### config.mk
export PLATFORM = sky130hd
export DESIGN_NAME = non_restoring_divider
export DESIGN_NICKNAME = d
export VERILOG_FILES = /design/src/rtl/non_restoring_divider.sv
export SDC_FILE = /design/constraint.sdc
export NUM_CORES = 1
export LEC_CHECK = 0
export ABC_AREA = 1
export CAP_MARGIN = 20
export CORE_MARGIN = 5
export CORE_UTILIZATION = 45
export CTS_BUF_LIST = sky130_fd_sc_hd__clkbuf_4 sky130_fd_sc_hd__clkbuf_8 sky130_fd_sc_hd__clkbuf_16
export CTS_CLUSTER_DIAMETER = 60
export CTS_CLUSTER_SIZE = 10
export DETAILED_ROUTE_END_ITERATION = 7
export SYNTH_ARGS = -nofsm -noshare
export SYNTH_HDL_FRONTEND = slang
export SYNTH_SLANG_ARGS = --single-unit
### constraint.sdc
create_clock -name clk -period 3.7 [get_ports clk]
set_input_delay 0.74 -clock clk [delete_from_list [all_inputs] [get_ports clk]]
set_output_delay 0.74 -clock clk [all_outputs]
set_load 0.05 [all_outputs]
### src/rtl/non_restoring_divider.sv
// Multi-cycle non-restoring integer divider with start/busy/done handshake,
// optional two's-complement operands, divide-by-zero status and remainder correction.
module non_restoring_divider #(
   parameter int WIDTH = 16
) (
   input  logic             clk,
   input  logic             rst,
   input  logic             start,
   input  logic             signed_mode,
   input  logic [WIDTH-1:0] dividend,
   input  logic [WIDTH-1:0] divisor,
   output logic             busy,
   output logic             done,
   output logic [WIDTH-1:0] quotient,
   output logic [WIDTH-1:0] remainder,
   output logic             div_by_zero
);

   localparam int CNT_W = $clog2(WIDTH) + 1;

   typedef enum logic [1:0] {IDLE, RUN, FIX} state_t;

   state_t           state;
   logic [CNT_W-1:0] cnt;
   logic [WIDTH:0]   acc;       // signed partial remainder A
   logic [WIDTH-1:0] q_reg;
   logic [WIDTH-1:0] d_reg;
   logic [WIDTH-1:0] dvd_raw;   // untouched dividend, reported as remainder on divide-by-zero
   logic             neg_q;
   logic             neg_r;
   logic             zero_div;

   logic             dvd_neg;
   logic             dvs_neg;
   logic [WIDTH-1:0] dvd_mag;
   logic [WIDTH-1:0] dvs_mag;
   logic [WIDTH:0]   d_ext;
   logic [WIDTH:0]   acc_sh;
   logic [WIDTH:0]   acc_next;
   logic [WIDTH:0]   acc_fix;
   logic [WIDTH-1:0] q_fix;
   logic [WIDTH-1:0] r_fix;

   always_comb begin
      // NOTE: every combinational output gets a value on every path so no latch is inferred.
      dvd_neg  = signed_mode & dividend[WIDTH-1];
      dvs_neg  = signed_mode & divisor[WIDTH-1];
      // Magnitudes are unsigned WIDTH-bit, so the most negative value maps to 2^(WIDTH-1).
      dvd_mag  = dvd_neg ? -dividend : dividend;
      dvs_mag  = dvs_neg ? -divisor  : divisor;
      d_ext    = {1'b0, d_reg};
      acc_sh   = {acc[WIDTH-1:0], q_reg[WIDTH-1]};
      acc_next = acc[WIDTH] ? acc_sh + d_ext : acc_sh - d_ext;
      acc_fix  = acc[WIDTH] ? acc + d_ext : acc;
      q_fix    = neg_q ? -q_reg : q_reg;
      r_fix    = neg_r ? -acc_fix[WIDTH-1:0] : acc_fix[WIDTH-1:0];
   end

   // NOTE: all state below uses non-blocking assignments so every register samples pre-edge values.
   always_ff @(posedge clk or negedge rst) begin
      if (!rst) begin
         state       <= IDLE;
         cnt         <= '0;
         acc         <= '0;
         q_reg       <= '0;
         d_reg       <= '0;
         dvd_raw     <= '0;
         neg_q       <= 1'b0;
         neg_r       <= 1'b0;
         zero_div    <= 1'b0;
         busy        <= 1'b0;
         done        <= 1'b0;
         quotient    <= '0;
         remainder   <= '0;
         div_by_zero <= 1'b0;
      end else begin
         done <= 1'b0;
         unique case (state)
            IDLE: begin
               if (start) begin
                  q_reg    <= dvd_mag;
                  d_reg    <= dvs_mag;
                  dvd_raw  <= dividend;
                  neg_q    <= dvd_neg ^ dvs_neg;
                  neg_r    <= dvd_neg;
                  zero_div <= (divisor == '0);
                  acc      <= '0;
                  cnt      <= '0;
                  busy     <= 1'b1;
                  state    <= (divisor == '0) ? FIX : RUN;
               end
            end
            RUN: begin
               acc   <= acc_next;
               q_reg <= {q_reg[WIDTH-2:0], ~acc_next[WIDTH]};
               cnt   <= cnt + 1'b1;
               if (cnt == CNT_W'(WIDTH - 1)) state <= FIX;
            end
            FIX: begin
               acc <= acc_fix;
               if (zero_div) begin
                  quotient  <= '1;
                  remainder <= dvd_raw;
               end else begin
                  quotient  <= q_fix;
                  remainder <= r_fix;
               end
               div_by_zero <= zero_div;
               done        <= 1'b1;
               busy        <= 1'b0;
               state       <= IDLE;
            end
            default: state <= IDLE;
         endcase
      end
   end

endmodule

==> results of run 1 <==
==> final cells by class <==
type / count / area share [%]
Multi-Input combinational cell: 902 / 50.0
Clock inverter: 6 / 0.729
Timing Repair Buffer: 85 / 8.59
Clock buffer: 10 / 2.46
Tap cell: 229 / 3.03
Inverter: 151 / 6.05
Sequential cell: 110 / 29.1
==> per-layer routing <==
metal | routed length (µm) | part of all wire (%)
met2 | 11000 | 44
met5 | 0 | 0
met4 | 508 | 2.0
met1 | 12000 | 48
met3 | 1340 | 5.4
==> worst max-delay path: stages (launching register included) <==
cell and delay (ps):
dfrtp_1 430, nor2_1 200, nand4_1 140, nor3_1 230, nand2_1 120, nor3_1 260, nor2_1 90, xor2_1 150
ha_1 350, nand2_1 90, nor2_1 150, nand3_1 90, nand3_1 170, a21oi_1 130, nand3b_1 180, nand3_1 110
nand2_1 50, nand2_1 60, o21ai_1 50
==> power groups by stage <==
stage	Clock [W]	Combinational (W)	Sequential, W
2_1_floorplan	0	0.00377	0.00268
3_3_place_gp	0	0.00572	0.00235
3_5_place_dp	0	0.00575	0.00236
4_1_cts	0.00105	0.00578	0.00234
5_1_grt	0.00109	0.00655	0.00242
6_report	0.00103	0.00579	0.00235
==> metrics by stage <==
step	utilization (%)	instance area, µm²	worst slack [ps]
4_1_cts	52.6	9440	561
3_5_place_dp	50.9	9140	583
5_1_grt	52.6	9440	91.0
2_1_floorplan	-	8230	961
6_report	52.6	9440	531
3_3_place_gp	50.9	9140	634
==> worst max path at each step <==
stage	cells past startpoint	end	from
finish	18	acc[16]$_DFFE_PN0P_	d_reg[3]$_DFFE_PN0P_
global route	18	acc[16]$_DFFE_PN0P_	d_reg[3]$_DFFE_PN0P_
CTS	18	acc[16]$_DFFE_PN0P_	d_reg[3]$_DFFE_PN0P_
detailed placement	18	acc[16]$_DFFE_PN0P_	d_reg[3]$_DFFE_PN0P_
global placement	18	acc[16]$_DFFE_PN0P_	d_reg[2]$_DFFE_PN0P_
floorplan	21	acc[10]$_DFFE_PN0P_	acc[16]$_DFFE_PN0P_
==> cells in the final DEF, fill, tap and decap left out, types with 3 or more instances in the layout <==
cell type        count
o21ai_0            106
nand4_1             10
clkbuf_16            9
or2_2                6
o31ai_1              3
nand2_2              3
xnor2_1             12
and2_1               3
a22o_1               3
xor2_1              24
nor2_1              89
nand2_1            330
clkdlybuf4s50_1     69
o211ai_1            11
nand2_4              3
nor4_1               4
ha_1                43
inv_6                3
o22ai_1             13
a31oi_1             15
a21oi_1             62
a21o_1               3
buf_4               16
inv_1              148
o221ai_1             6
nor3_1              20
o21ai_1              7
dfrtp_1            110
nand3_1            102
nand3b_1             3
==> logic make-up after synthesis <==
group,after synthesis,synth area share (%)
buf+inv,191,9.19
compound gates,240,16.5
simple gates,581,30.0
xor+xnor,36,3.83
fa+ha+maj,45,7.03
flops,110,33.5
==> results.py, run 1 <==
metrics = {
    "clock_tree": {
        "cts_buffers": 9,
        "clk-insertion-delay-late_ps": 360,
        "cts_setup_buffers": 0,
        "clockBufferDepth": 2,
        "htreeDepth": 3,
        "clock-sinks": 110,
        "hold_buffers": 0,
        "clk_pin_slew_ps": 80,
        "cts-resized-gates": 0,
        "cts-root-buf": "clkbuf_16",
        "cts_tree": "done",
    },
    "timing": {
        "finalSetupTns_ps": 0,
        "finalCritPeriodShare_pct": 85.7,
        "worst_slew_margin_rel_pct": 53.2,
        "fmax_ghz": 0.316,
        "worstMarginPinSlew_ps": 701,
        "setup_viol": 0,
        "worst_hold_slack_ps": 415,
        "rsz0062_at_grt": "false",
        "fin_crit_ps": 3170,
        "drv_slew": 0,
        "skew_ps": 5.83,
        "finalHoldViolations": 0,
    },
    "detailed_routing": {
        "drc": 0,
        "ant_nets": 0,
        "drtIter0Drc": 538,
        "wl_per_cell_um": 16.6,
        "first_pass_iters": 5,
        "route.final.wire_length_um": 24800,
        "vias": 8067,
        "via_per_inst": 5.40,
    },
    "power": {
        "power.total_w": 0.00917,
        "power.internal_w": 0.00428,
        "ir_drop_v": 0.000436,
        "clockPowerShare_pct": 11.2,
        "p_per_area_nw_per_um2": 971,
        "p_sw_share_pct": 53.4,
        "switching_power_w": 0.00489,
        "power_frac_seq_pct": 25.6,
        "combPwrFrac_pct": 63.1,
        "p_leak_nw": 4.69,
    },
    "yosys": {
        "netlist_area_um2": 8230,
        "async_reset_ff_share_pct": 100,
        "netlist.area_leader.share_pct": 33.5,
        "ys_types": 49,
        "avgSynthCellArea_um2": 6.84,
        "yosysMostFrequentCell": "nand2_1",
        "synth-main-ff-cell": "dfrtp_1",
        "ys_ff_latch": 110,
        "yosys.area.top_type": "dfrtp_1",
        "synth_nets": 1284,
        "yosys_warnings": 0,
        "synth_edf_count": 0,
        "synthTopCellsByArea": "dfrtp_1 (33%), nand2_1 (15%), inv_1 (6.8%)",
        "synth_cells": 1203,
        "synthTopCellsByCount": "nand2_1 (331), inv_1 (148), dfrtp_1 (110), o21ai_0 (106), nand3_1 (102)",
        "yosysSeqAreaShare_pct": 33.5,
    },
    "critical_path": {
        "r2r_cells": 18,
        "crit_path_max_fanout": 4,
        "end_kind": "register",
        "rr_startpoint": "d_reg[3]$_DFFE_PN0P_",
        "worstSetupPathType": "reg -> reg",
        "worstPathRequired_ps": 3950,
        "reg2reg_slack_ps": 530,
        "r2r_end": "acc[16]$_DFFE_PN0P_",
        "critPathLaunchType": "register",
        "crit_arrival_ps": 3420,
    },
    "grt": {
        "grt_pass1_vias": 7695,
        "overflow": 0,
        "grt_busiest_layer": "met2",
        "grtUsageMet3_pct": 3.24,
        "antenna_found_initial": 0,
        "met1_usage_pct": 34.3,
        "grt_max_degree": 50,
        "grtUsageTotal_pct": 23.5,
        "met2_usage_pct": 36.7,
        "grt_pass1_wl_um": 40600,
    },
    "cells_and_area": {
        "regMostFlops": "acc",
        "largest_reg_flops": 17,
        "multi_input_area_um2": 4720,
        "seq_area_um2": 2750,
        "drive_above_1_share_pct": 4.11,
        "final_cells": 1493,
        "antenna_cells": 0,
        "area_delta_synth_final_pct": 14.8,
        "nNetsFinal": 1340,
        "n_fill_cell": 1875,
    },
    "die": {
        "fp.dieH_um": 145,
        "rows": 49,
        "core_region_area_um2": 18000,
        "die_width_um": 145,
        "die_area_um2": 21100,
        "start_util_pct": 45.8,
        "io_pins": 71,
    },
    "hold_path": {
        "min_path_type": "in -> async",
    },
    "placed_design": {
        "place_congestion": 0.923,
        "hpwl_um": 18900,
        "place_inst": 1477,
        "io_buffers": 70,
    },
    "job": {
        "cap_violations": 0,
    },
    "status": {
        "status": "complete, no violations",
    },
}
Note: power is estimated with default switching activity, not from simulation.
==> run 2: changes to the inputs <==
--- a/config.mk
+++ b/config.mk
@@ -10,7 +10,7 @@
 export CORE_MARGIN = 5
 export CORE_UTILIZATION = 45
 export CTS_BUF_LIST = sky130_fd_sc_hd__clkbuf_4 sky130_fd_sc_hd__clkbuf_8 sky130_fd_sc_hd__clkbuf_16
-export CTS_CLUSTER_DIAMETER = 60
+export CTS_CLUSTER_DIAMETER = 50
 export CTS_CLUSTER_SIZE = 10
 export DETAILED_ROUTE_END_ITERATION = 7
 export SYNTH_ARGS = -nofsm -noshare
==> results of run 2 <==
Same layout as run 1: the final DEF is identical, and so are final timing and power.
==> run 3: changes to the inputs <==
--- a/config.mk
+++ b/config.mk
@@ -8,7 +8,7 @@
 export ABC_AREA = 1
 export CAP_MARGIN = 20
 export CORE_MARGIN = 5
-export CORE_UTILIZATION = 45
+export CORE_UTILIZATION = 40
 export CTS_BUF_LIST = sky130_fd_sc_hd__clkbuf_4 sky130_fd_sc_hd__clkbuf_8 sky130_fd_sc_hd__clkbuf_16
 export CTS_CLUSTER_DIAMETER = 50
 export CTS_CLUSTER_SIZE = 10
==> run 3 against run 2 <==
Against the previous run: sequential power about the same; sequential share of layout area down 0.17 points; global-route usage decreased by 2.3 points; register-to-register slack got worse by 30 ps; hold slack lost 5.3 ps; maximum frequency is 0.99% lower; cell count increased by 2.5%; first-iteration DRC count decreased by 13%; via count decreased by 0.37%; critical path depth unchanged; clock skew rose by 9.5 ps.
==> results.py, run 3 (synthesis gave the netlist of run 1 again) <==
metrics = {
    "status": {
        "status": "complete, no violations",
    },
    "timing": {
        "finalHoldViolations": 0,
        "finalSetupTns_ps": 0,
        "worstMarginPinSlew_ps": 856,
        "setup_viol": 0,
        "finalCritPeriodShare_pct": 86.5,
        "rsz0062_at_grt": "false",
        "fmax_ghz": 0.312,
        "worst_slew_margin_rel_pct": 43.0,
        "skew_ps": 15.3,
        "fin_crit_ps": 3200,
        "drv_slew": 0,
    },
    "critical_path": {
        "critPathLaunch": "d_reg[2]$_DFFE_PN0P_",
        "critPathLaunchType": "register",
        "worstPathRequired_ps": 3950,
        "crit_arrival_ps": 3450,
        "r2r_cells": 18,
        "rr_startpoint": "d_reg[2]$_DFFE_PN0P_",
        "worstSetupPathType": "reg -> reg",
        "crit_path_max_fanout": 5,
        "end_kind": "register",
    },
    "clock_tree": {
        "htreeDepth": 3,
        "clockBufferDepth": 2,
        "clock-sinks": 110,
        "cts_tree": "done",
        "cts_setup_buffers": 0,
        "cts_buffers": 9,
        "clk_pin_slew_ps": 70,
        "hold_buffers": 0,
        "cts-resized-gates": 0,
        "cts-root-buf": "clkbuf_16",
        "clk-insertion-delay-late_ps": 370,
    },
    "grt": {
        "antenna_found_initial": 0,
        "grtUsageTotal_pct": 21.1,
        "overflow": 0,
        "grt_pass1_wl_um": 40700,
        "grt_pass1_vias": 7859,
        "grt_max_degree": 111,
    },
    "detailed_routing": {
        "drc": 0,
        "first_pass_iters": 5,
        "ant_nets": 0,
        "vias": 8037,
        "via_per_inst": 5.25,
        "drtIter0Drc": 468,
        "wl_per_cell_um": 15.9,
        "route.final.wire_length_um": 24300,
    },
    "cells_and_area": {
        "mostFrequentLayoutCells": "nand2_1 (330), inv_1 (148), dfrtp_1 (110)",
        "regMostFlops": "acc",
        "final_common_cell": "nand2_1",
        "drive_above_1_share_pct": 3.89,
        "post-route-util_pct": 46.9,
        "area_delta_synth_final_pct": 15.5,
        "largest_reg_flops": 17,
        "antenna_cells": 0,
        "final_cells": 1531,
        "nNetsFinal": 1337,
    },
    "placed_design": {
        "hpwl_um": 18400,
        "place_inst": 1515,
        "place_congestion": 0.929,
        "io_buffers": 70,
    },
    "power": {
        "p_leak_nw": 4.68,
        "p_per_area_nw_per_um2": 959,
        "ir_drop_v": 0.000462,
    },
    "hold_path": {
        "min_path_type": "in -> async",
    },
    "die": {
        "fp.dieH_um": 153,
        "rows": 52,
        "start_util_pct": 40.7,
        "core_region_area_um2": 20200,
        "die_width_um": 153,
        "io_pins": 71,
        "die_area_um2": 23500,
    },
    "job": {
        "cap_violations": 0,
    },
}
## run 3: layer usage
| layer | up-vias | track usage (%) | part of all wire, % |
|---|---|---|---|
| li1 | 4081 | - | - |
| met1 | 3741 | 28.9 | 47 |
| met2 | 181 | 34.6 | 45 |
| met3 | 34 | 3.96 | 5.1 |
| met4 | 0 | 5.72 | 2.4 |
| met5 | - | 0 | 0 |
## run 3: through the flow
step	setup WS [ps]	hold WS [ps]	area (µm²)	power (W)
2_1_floorplan	961	444	8230	0.00645
3_3_place_gp	676	459	9180	0.00801
3_5_place_dp	573	465	9180	0.00806
4_1_cts	549	484	9500	0.00914
5_1_grt	16.5	468	9500	0.0100
6_report	499	409	9500	0.00911
## run 3: final timing paths
kind                                            to  slack [ps]
setup / recovery               acc[16]$_DFFE_PN0P_         500
hold / removal                  acc[5]$_DFFE_PN0P_         410
setup reg to reg               acc[16]$_DFFE_PN0P_         500
hold reg to reg            div_by_zero$_DFFE_PN0P_         480
max in group asynchronous     d_reg[6]$_DFFE_PN0P_        2760
min in group clk           div_by_zero$_DFFE_PN0P_         480
## run 3: where the power goes
part / switching (W) / internal (W) / leakage, nW
Combinational: 0.00377 / 0.00199 / 3.15
Clock: 0.000489 / 0.000546 / 0.153
Sequential: 0.000586 / 0.00174 / 1.38
## run 3: area by class of cell
cell class	count	area, µm²
Clock buffer	10	233
Clock inverter	6	81.3
Fill cell	2091	10700
Inverter	151	572
Multi-Input combinational cell	902	4720
Sequential cell	110	2750
Tap cell	270	338
Timing Repair Buffer	82	801
## run 3: worst max-delay path, cell delays in order, from the launching register on
cell and delay [ps]:
dfrtp_1 430, nor2_1 190, nand4_1 140, nor3_1 300
nand2_1 120, nor3_1 210, nor2_1 80, xor2_1 180
ha_1 360, nand2_1 90, nor2_1 160, nand3_1 110
nand3_1 160, a21oi_1 100, nand3b_1 160, nand3_1 120
nand2_1 60, nand2_1 50, o21ai_1 60
